### src/rtl/md_seq.sv
// md_seq: iterative unsigned multiply/divide sequencer with hi/lo result
// registers. All arithmetic wider than the 6-bit iteration counter goes through
// the external shared ALU, one operation per compute cycle. The ALU controls
// are registered, so each state computes the controls for the state it enters.
module md_seq (
   input  logic        clk,
   input  logic        reset,
   input  logic        start,
   input  logic [1:0]  func,
   input  logic [31:0] rs,
   input  logic [31:0] rt,
   output logic [1:0]  alu_op,
   output logic [31:0] alu_a,
   output logic [31:0] alu_b,
   input  logic [31:0] alu_out,
   output logic        busy,
   output logic        done,
   output logic [31:0] hi,
   output logic [31:0] lo
);

   typedef enum logic [2:0] {
      S_IDLE,
      S_MUL_ADD,
      S_MUL_CMP,
      S_DIV_CMP,
      S_DIV_SUB,
      S_DONE
   } state_t;

   typedef enum logic [1:0] {
      F_MULTU = 2'b00,
      F_DIVU  = 2'b01,
      F_MTHI  = 2'b10,
      F_MTLO  = 2'b11
   } func_t;

   localparam logic [1:0] ALU_ADD = 2'b00;
   localparam logic [1:0] ALU_SUB = 2'b01;
   localparam logic [1:0] ALU_CMP = 2'b11;

   state_t      state_q, state_d;
   logic [31:0] rs_l_q, rs_l_d;
   logic [31:0] rt_l_q, rt_l_d;
   logic [31:0] acc_hi_q, acc_hi_d;
   logic [31:0] mq_q, mq_d;
   logic [31:0] sum_q, sum_d;
   logic [31:0] r_q, r_d;
   logic        msb_q, msb_d;
   logic        take_q, take_d;
   logic [5:0]  cnt_q, cnt_d;
   logic [31:0] hi_q, hi_d;
   logic [31:0] lo_q, lo_d;
   logic        busy_q, busy_d;
   logic        done_q, done_d;
   logic [1:0]  alu_op_q, alu_op_d;
   logic [31:0] alu_a_q, alu_a_d;
   logic [31:0] alu_b_q, alu_b_d;
   logic        carry;
   logic        last_iter;

   // Next-state, datapath and registered-output computation.
   always_comb begin
      state_d   = state_q;
      rs_l_d    = rs_l_q;
      rt_l_d    = rt_l_q;
      acc_hi_d  = acc_hi_q;
      mq_d      = mq_q;
      sum_d     = sum_q;
      r_d       = r_q;
      msb_d     = msb_q;
      take_d    = take_q;
      cnt_d     = cnt_q;
      hi_d      = hi_q;
      lo_d      = lo_q;
      busy_d    = busy_q;
      done_d    = 1'b0;
      alu_op_d  = ALU_ADD;
      alu_a_d   = '0;
      alu_b_d   = '0;
      carry     = (alu_out == 32'd1);
      last_iter = (cnt_q == 6'd31);

      case (state_q)
         S_IDLE: begin
            busy_d = 1'b0;
            if (start) begin
               case (func_t'(func))
                  F_MULTU: begin
                     rs_l_d   = rs;
                     rt_l_d   = rt;
                     acc_hi_d = '0;
                     mq_d     = rt;
                     cnt_d    = '0;
                     busy_d   = 1'b1;
                     state_d  = S_MUL_ADD;
                     alu_op_d = ALU_ADD;
                     alu_a_d  = '0;
                     alu_b_d  = rt[0] ? rs : '0;
                  end
                  F_DIVU: begin
                     rs_l_d   = rs;
                     rt_l_d   = rt;
                     mq_d     = rs;
                     cnt_d    = '0;
                     busy_d   = 1'b1;
                     // First remainder shift is folded into the start edge so
                     // the compare in DIV_CMP sees the shifted value directly.
                     msb_d    = 1'b0;
                     r_d      = {31'd0, rs[31]};
                     state_d  = S_DIV_CMP;
                     alu_op_d = ALU_CMP;
                     alu_a_d  = rt;
                     alu_b_d  = {31'd0, rs[31]};
                  end
                  F_MTHI: hi_d = rs;
                  default: lo_d = rs;
               endcase
            end
         end

         S_MUL_ADD: begin
            sum_d    = alu_out;
            state_d  = S_MUL_CMP;
            alu_op_d = ALU_CMP;
            alu_a_d  = alu_b_q;
            alu_b_d  = alu_out;
         end

         S_MUL_CMP: begin
            // Sum wrapped iff addend > sum; that carry is the 33rd sum bit.
            acc_hi_d = {carry, sum_q[31:1]};
            mq_d     = {sum_q[0], mq_q[31:1]};
            cnt_d    = cnt_q + 6'd1;
            if (last_iter) begin
               hi_d    = {carry, sum_q[31:1]};
               lo_d    = {sum_q[0], mq_q[31:1]};
               done_d  = 1'b1;
               state_d = S_DONE;
            end else begin
               state_d  = S_MUL_ADD;
               alu_op_d = ALU_ADD;
               alu_a_d  = {carry, sum_q[31:1]};
               alu_b_d  = mq_q[1] ? rs_l_q : '0;
            end
         end

         S_DIV_CMP: begin
            take_d   = msb_q | (alu_out != 32'd1);
            state_d  = S_DIV_SUB;
            alu_op_d = ALU_SUB;
            alu_a_d  = r_q;
            alu_b_d  = (msb_q | (alu_out != 32'd1)) ? rt_l_q : '0;
         end

         S_DIV_SUB: begin
            mq_d  = {mq_q[30:0], take_q};
            cnt_d = cnt_q + 6'd1;
            if (last_iter) begin
               r_d     = alu_out;
               hi_d    = alu_out;
               lo_d    = {mq_q[30:0], take_q};
               done_d  = 1'b1;
               state_d = S_DONE;
            end else begin
               // Next shift pulls in the dividend bit now at mq[30].
               msb_d    = alu_out[31];
               r_d      = {alu_out[30:0], mq_q[30]};
               state_d  = S_DIV_CMP;
               alu_op_d = ALU_CMP;
               alu_a_d  = rt_l_q;
               alu_b_d  = {alu_out[30:0], mq_q[30]};
            end
         end

         S_DONE: begin
            busy_d  = 1'b0;
            state_d = S_IDLE;
         end

         default: begin
            busy_d  = 1'b0;
            state_d = S_IDLE;
         end
      endcase
   end

   // State and output registers with asynchronous active-low reset.
   always_ff @(posedge clk or negedge reset) begin
      if (!reset) begin
         state_q  <= S_IDLE;
         rs_l_q   <= '0;
         rt_l_q   <= '0;
         acc_hi_q <= '0;
         mq_q     <= '0;
         sum_q    <= '0;
         r_q      <= '0;
         msb_q    <= 1'b0;
         take_q   <= 1'b0;
         cnt_q    <= '0;
         hi_q     <= '0;
         lo_q     <= '0;
         busy_q   <= 1'b0;
         done_q   <= 1'b0;
         alu_op_q <= ALU_ADD;
         alu_a_q  <= '0;
         alu_b_q  <= '0;
      end else begin
         state_q  <= state_d;
         rs_l_q   <= rs_l_d;
         rt_l_q   <= rt_l_d;
         acc_hi_q <= acc_hi_d;
         mq_q     <= mq_d;
         sum_q    <= sum_d;
         r_q      <= r_d;
         msb_q    <= msb_d;
         take_q   <= take_d;
         cnt_q    <= cnt_d;
         hi_q     <= hi_d;
         lo_q     <= lo_d;
         busy_q   <= busy_d;
         done_q   <= done_d;
         alu_op_q <= alu_op_d;
         alu_a_q  <= alu_a_d;
         alu_b_q  <= alu_b_d;
      end
   end

   assign alu_op = alu_op_q;
   assign alu_a  = alu_a_q;
   assign alu_b  = alu_b_q;
   assign busy   = busy_q;
   assign done   = done_q;
   assign hi     = hi_q;
   assign lo     = lo_q;

endmodule

### config.mk
export PLATFORM = sky130hd
export DESIGN_NAME = md_seq
export DESIGN_NICKNAME = d
export VERILOG_FILES = /design/src/rtl/md_seq.sv
export SDC_FILE = /design/constraint.sdc
export NUM_CORES = 1
export LEC_CHECK = 0
export ABC_AREA = 1
export BUFFER_PORTS_ARGS = -buffer_cell sky130_fd_sc_hd__buf_2
export CELL_PAD_IN_SITES_DETAIL_PLACEMENT = 1
export CELL_PAD_IN_SITES_GLOBAL_PLACEMENT = 1
export CORE_MARGIN = 4
export CORE_UTILIZATION = 42
export CTS_CLUSTER_DIAMETER = 40
export DETAILED_ROUTE_END_ITERATION = 8
export GPL_TIMING_DRIVEN = 1
export PLACE_DENSITY = 0.79
export SYNTH_ARGS = -nofsm -noshare
export SYNTH_HDL_FRONTEND = slang
export SYNTH_SLANG_ARGS = --single-unit
### constraint.sdc
create_clock -name clk -period 2.25 [get_ports clk]
set_input_delay 0.1125 -clock clk [delete_from_list [all_inputs] [get_ports clk]]
set_output_delay 0.1125 -clock clk [all_outputs]
set_load 0.005 [all_outputs]
==> run metrics, run 1 <==
status=complete, no violations; drt initial violations=approximately 1200; CP Data Required Time=roughly 2.7 ns; Fin. Hold Viols=0; final wirelength=approximately 64000 µm; via count=about 15000; Seq cells post-synth=303; Mapped Avg Cell Area=8.02 µm²; crit-path cells=a21oi_1 -> nand2_1 -> inv_1 -> nand2_1 -> nor2_4 -> buf_12 -> nand3_1 -> o21a_1; Setup CP Type=flip-flop to flip-flop; Reg power frac=0.388; Via density=approximately 5.8; DP HPWL=just under 40000 µm; Synth area leaders=dfrtp_1 (53%), nand2_1 (15%), o21ai_0 (6.6%); metal3 WL=between 5000 and 6000 µm; gpl congestion=0.887; internal power=between 0.01 and 0.015 W; # nets final=~2200; Leak Pwr=between 9 and 10 nW; die area=~37000 µm²; CP Capture Type=flip-flop; CP Launch Type=flip-flop; Syn-to-layout area delta=32.0%; largest net degree at the start of global routing=91; IO Count=~230; global-route wire length before repair=roughly 96000 µm; DIE WIDTH=around 190 µm; core footprint=approximately 34000 µm²; # Post-CTS Setup Buffers=0; Most used DFF post-synth=dfrtp_1; Logic pwr share=0.059; clock share of power=0.552; area leader, netlist=dfrtp_1; Period Utilization, post-route=0.960; met1 wire length=between 20000 and 25000 µm; power density over the cells=between 700 and 800 nW/µm²; Crit path max-delay family=simple AND/OR/NAND/NOR gates; post-route setup slack=around 0.091 ns; slowest CP cell=dfrtp_1; skew final=about 0.025 ns; vias in the first global route=about 17000; Worst Path Arrival=2.60 ns; Top Layer Used=met4; clock buffer depth=3; Period minus WS final=2.16 ns; dpl ws=about 0.13 ns; router iterations before antenna repair=5; Worst IR Drop VDD=~0.54 mV; Die Span Y=approximately 190 µm; share of the synthesized area in the top cell type=0.527; Post-Synthesis Cell Area=14400 µm²; initial core utilization=0.427; Worst path most repeated cell=nand2_1; sequential area share after synthesis=0.527; GRT Total Usage=0.336; most numerous cell in the Yosys netlist=nand2_1; htree depth=2; ys async rst share=1.00; P_sw=0.00343 W; Max Fclk=around 0.46 GHz; gr ovfl total=0; CTS tree=done; share of layout cells above drive strength 1=0.180; Clock Pin Slew Worst Setup and Hold Paths=around 0.060 ns; WL per Instance=about 24 µm; TritonCTS Buffers=48; Slew HR=0.329; Netlist cell types=34; max_cap viols=0; post-synthesis net count=about 1900; Worst-Margin Slew=about 1 ns; RSZ-0062 raised after global routing=false; HP Class=input pin to flip-flop; setup TNS=0 ns; CTS sink count=just over 300; Commonest cells post-synth=nand2_1 (584), dfrtp_1 (303), inv_1 (189), o21ai_0 (189), nand3_1 (113); number of synthesized flops with an enable pin=0; crit-path max cell delay=0.48 ns; Yosys Warn Count=0; WL met2=about 31000 µm; # rows=67; WP buf/inv=2; initial antenna violation count=2; Cells after Synth=~1800; Root Buffer=clkbuf_16; Final Max Tran Viols=0; switching share of total power=0.237; Total Power=0.0145 W; Detail Route Antenna Nets=0; Port Buf Inserts=~230; # setup viols final=0; DRC violations left=0; Filler Cell Count=roughly 4000; Crit Path Max Fanout=31; Worst-Skew Late Latency=between 0.5 and 0.6 ns
-- final cells by class --
type | instances | area (µm²) | share of cell area
inverter | 197 | 741 | 0.0390
timing repair buffer | 383 | 2710 | 0.143
clock buffer | 64 | 1380 | 0.0728
antenna | 3 | 7.51 | 0.000395
multi-input combinational | 1191 | 5680 | 0.299
tap | 448 | 561 | 0.0295
sequential | 303 | 7580 | 0.399
clock inverter | 23 | 337 | 0.0177
-- what timing repair did --
| item | CTS | global route |
|---|---|---|
| setup endpoints to repair | 0 | 59 |
| hold endpoints to repair | 484 | 0 |
| gates resized for setup | 0 | 7 |
| hold buffers | 97 | 0 |
-- placed cells by master, fill, tap and decap left out, types with 7 or more instances in the layout --
| cell | Yosys | layout |
|---|---|---|
| buf_12 | 0 | 11 |
| dfrtp_1 | 303 | 303 |
| nor2_1 | 52 | 49 |
| buf_4 | 1 | 40 |
| clkbuf_16 | 0 | 50 |
| inv_1 | 189 | 189 |
| o21ai_0 | 189 | 189 |
| o22ai_1 | 54 | 54 |
| o2111ai_1 | 7 | 7 |
| o21a_1 | 30 | 30 |
| dlygate4sd3_1 | 0 | 97 |
| o221ai_1 | 54 | 54 |
| nand3_1 | 113 | 112 |
| a21oi_1 | 70 | 70 |
| buf_2 | 46 | 231 |
| a22oi_1 | 8 | 8 |
| nand2_1 | 584 | 582 |
| clkbuf_8 | 0 | 10 |
| bufinv_16 | 0 | 7 |
-- worst min-delay path, delay by kind of cell --
family          cells  cell delay (ns)
simple gates        1             0.11
compound gates      1             0.11
buf+inv             1             0.19
-- flip-flops by register name, summed over array words and instances, names as in the netlist --
name     flops
done         1
mq_q        32
msb_q        1
cnt_q        6
alu_op       2
rt_l_q      32
r_q         32
take_q       1
hi          32
alu_b       32
state_q      3
lo          32
rs_l_q      32
busy         1
sum_q       32
alu_a       32
-- cell families after synthesis --
| kind of cell | Yosys count | synth area share |
|---|---|---|
| buf+inv | 300 | 0.0825 |
| flops | 303 | 0.527 |
| mux | 4 | 0.00278 |
| simple gates | 766 | 0.213 |
| compound gates | 420 | 0.175 |
| fa+ha+maj | 1 | 0.000869 |
-- per-stage QoR --
| step | utilization | hold WS (ns) | area, µm² | std cells |
|---|---|---|---|---|
| after floorplan | - | -0.183 | 14400 | 1794 |
| after global placement | 0.482 | 0.0809 | 16300 | 2424 |
| after detailed placement | 0.482 | 0.0908 | 16300 | 2424 |
| after CTS | 0.562 | 0.00961 | 18900 | 2608 |
| after global routing | 0.564 | 0.0232 | 19000 | 2611 |
| final | 0.564 | 0.0121 | 19000 | 2612 |
-- path summary, 6_finish.rpt --
kind	endpoint	cells past startpoint	startpoint	slack, ns
max	lo[28]$_DFFE_PN0P_	8	state_q[2]$_DFFE_PN0P_	0.09
min reg2reg	sum_q[25]$_DFFE_PN0N_	2	sum_q[25]$_DFFE_PN0N_	0.47
min in group asynchronous	hi[6]$_DFFE_PN0P_	2	reset	0.10
max reg2reg	lo[28]$_DFFE_PN0P_	8	state_q[2]$_DFFE_PN0P_	0.09
min	alu_a[27]$_DFF_PN0_	3	func[0]	0.01
max in group asynchronous	mq_q[9]$_DFFE_PN0P_	3	reset	1.33
-- power by group through the flow --
stage                     sequential, W  combinational [W]  clock [W]
after floorplan                 0.00569           0.000260          0
after CTS                       0.00561           0.000843    0.00797
after global placement          0.00569           0.000678          0
after global routing            0.00561           0.000943    0.00829
after detailed placement        0.00570           0.000699          0
final                           0.00561           0.000858    0.00799
-- per-layer routing --
layer / global-route usage / vias up
met4: 0.148 / 0
met3: 0.0686 / 185
met2: 0.571 / 809
met1: 0.416 / 7682
li1: - / 6593
met5: 0 / -
Note: power is estimated with default switching activity, not from simulation.
==> run 2, diff against run 1 <==
==> constraint.sdc (replaced) <==
create_clock -name clk -period 2.25 [get_ports clk]
set_input_delay 0.45 -clock clk [delete_from_list [all_inputs] [get_ports clk]]
set_output_delay 0.45 -clock clk [all_outputs]
set_load 0.005 [all_outputs]
==> run 2 against run 1 <==
Compared with the run above: clock skew fell by 0.0094 ns; via count fell by 6.0%; largest cell class unchanged; highest routed layer unchanged; critical endpoint is now hi[25]$_DFFE_PN0P_; clock power fell by 9.0%; cell count is 3.8% lower; cell area decreased by 5.9%.
==> run metrics, run 2 (synthesis gave the netlist of run 1 again) <==
initial antenna violation count=2 (unchanged); post-route setup slack=0.175 ns (was 0.0908 ns); Worst-Margin Slew=0.918 ns (was 1.01 ns); RSZ-0062 raised after global routing=false (unchanged); # nets final=2129 (was 2226); Period minus WS final=2.08 ns (was 2.16 ns); final wirelength=57300 µm (was 63600 µm); crit-path cells=nor2_1 -> nand2_2 -> nand2_2 -> clkinv_1 -> buf_4 -> nand2_1 -> nand3_1 -> nand2_1 -> nand2_1 (was a21oi_1 -> nand2_1 -> inv_1 -> nand2_1 -> nor2_4 -> buf_12 -> nand3_1 -> o21a_1); Finished Layout Cells=2514 (was 2612); Detail Route Antenna Nets=0 (unchanged); DP HPWL=38600 µm (was 38700 µm); CTS tree=done (unchanged); Total Power=0.0136 W (was 0.0145 W); htree depth=2 (unchanged); Hold Path End=rt_l_q[28]$_DFFE_PN0P_ (was alu_a[27]$_DFF_PN0_); die area=37300 µm² (unchanged); Fin. Hold Viols=0 (unchanged); Worst path most repeated cell=nand2_1 (unchanged); CP Capture Type=flip-flop (unchanged); vias in the first global route=15200 (was 16600); HP Class=input pin to flip-flop (unchanged); CP Launch Type=flip-flop (unchanged); initial core utilization=0.427 (unchanged); WHS Path Cells=3 (unchanged); # setup viols final=0 (unchanged); Setup CP Type=flip-flop to flip-flop (unchanged); DRC violations left=0 (unchanged); max_cap viols=0 (unchanged); worst r2r dst=hi[25]$_DFFE_PN0P_ (was lo[28]$_DFFE_PN0P_); CP Data Required Time=2.69 ns (about the same); GRT Total Usage=0.306 (was 0.336); slowest CP cell=dfrtp_1 (unchanged); # rows=67 (unchanged); Period Utilization, post-route=0.922 (was 0.960); Clock Pin Slew Worst Setup and Hold Paths=0.06 ns (about the same); global-route wire length before repair=88100 µm (was 96100 µm); IO Count=233 (unchanged); Port Buf Inserts=232 (unchanged); largest net degree at the start of global routing=65 (was 91); Final Max Tran Viols=0 (unchanged); skew final=0.0159 ns (was 0.0254 ns); r2r setup slk=0.17 ns (was 0.09 ns); clock buffer depth=3 (unchanged); via count=14400 (was 15300); setup TNS=0 ns (unchanged); reg2reg path depth=9 (was 8); commonest non-fill, non-tap cell in the layout=nand2_1 (unchanged); Leak Pwr=9.22 nW (was 9.73 nW); Crit Path Max Fanout=18 (was 31); drt initial violations=1169 (was 1233); Worst IR Drop VDD=0.467 mV (was 0.541 mV); design area=17900 µm² (was 19000 µm²); status=complete, no violations (unchanged); WP buf/inv=2 (unchanged); Worst Path Arrival=2.51 ns (was 2.60 ns); dpl ws=0.211 ns (was 0.132 ns); Die Span Y=193 µm (unchanged); Worst-Skew Late Latency=0.55 ns (was 0.57 ns); gr ovfl total=0 (unchanged); crit-path max cell delay=0.45 ns (was 0.48 ns); router iterations before antenna repair=5 (unchanged); share of layout cells above drive strength 1=0.187 (was 0.180); Filler Cell Count=4113 (was 4067); reg2reg start=state_q[1]$_DFFE_PN0P_ (was state_q[2]$_DFFE_PN0P_); most frequent cells in the layout=nand2_1 (582), dfrtp_1 (303), buf_2 (231) (unchanged); Syn-to-layout area delta=24.2% (was 32.0%); CTS sink count=303 (unchanged); placed cell count=2424 (unchanged); Root Buffer=clkbuf_16 (unchanged); TritonCTS Buffers=48 (unchanged); Hold Crit Start=rt[28] (was func[0]); Post-Place Cell Area=16300 µm² (about the same); core footprint=33700 µm² (unchanged); DIE WIDTH=193 µm (unchanged); Via density=5.71 (was 5.85); power density over the cells=761 nW/µm² (about the same); WL per Instance=22.8 µm (was 24.4 µm); Max Fclk=0.482 GHz (was 0.463 GHz); Crit path max-delay family=simple AND/OR/NAND/NOR gates (unchanged); gpl congestion=0.892 (was 0.887); Slew HR=0.387 (was 0.329)
-- run 2: changes by cell type in the layout (fill, tap and decap cells not counted), moves of 2 or more --
cell           before  now
buf_12             11   13
clkbuf_1            5    7
clkinv_4            2    4
dlygate4sd3_1      97    1
bufinv_16           7    3
clkinvlp_4          5    9
clkbuf_8           10    6
-- run 2: repair_timing --
action | in CTS | in global routing
resized for setup | 0 | 1
setup endpoints to repair | 0 | 3
hold buffers | 1 | 0
setup buffers | 0 | 0
endpoints found under the hold margin | 41 | 0
-- run 2: metal layers --
metal	vias to the layer above	track usage	part of all wire
li1	6387	-	-
met1	7166	0.411	0.42
met2	670	0.506	0.47
met3	134	0.0499	0.076
met4	0	0.108	0.034
met5	-	0	0
-- run 2: power by group --
| part | internal [W] | switching [W] |
|---|---|---|
| Sequential | 0.00556 | 0.0000441 |
| Clock | 0.00454 | 0.00273 |
| Combinational | 0.000222 | 0.000497 |
| Total | 0.0103 | 0.00327 |
-- run 2: metrics by stage --
stage,hold slack [ns],utilization
final,0.128,0.531
after global routing,0.140,0.531
after CTS,0.109,0.530
after detailed placement,0.401,0.483
after global placement,0.394,0.483
after floorplan,0.154,-
-- run 2: cell type report --
class                      instances  area, µm²  share of cell area
clock buffer                      62       1340              0.0747
clock inverter                    25        249              0.0139
antenna                            2       5.00            0.000280
tap                              448        561              0.0314
inverter                         197        739              0.0414
multi-input combinational       1191       5660               0.317
timing repair buffer             286       1750              0.0976
sequential                       303       7580               0.424
-- run 2: worst max-delay path by stage --
stage	from	endpoint	slack (ns)	cells past startpoint
3_5_place_dp	state_q[2]$_DFFE_PN0P_	lo[14]$_DFFE_PN0P_	0.21	9
2_1_floorplan	func[0]	r_q[26]$_DFFE_PN0P_	0.52	10
3_3_place_gp	state_q[0]$_DFFE_PN0P_	hi[5]$_DFFE_PN0P_	0.31	9
4_1_cts	state_q[2]$_DFFE_PN0P_	lo[14]$_DFFE_PN0P_	0.16	9
6_report	state_q[1]$_DFFE_PN0P_	hi[25]$_DFFE_PN0P_	0.17	9
5_1_grt	state_q[1]$_DFFE_PN0P_	hi[25]$_DFFE_PN0P_	0.03	9
-- run 2: worst min-delay path: stages --
cell and delay, ns:
buf_2 0.10, nand2_1 0.05, nand2_1 0.05
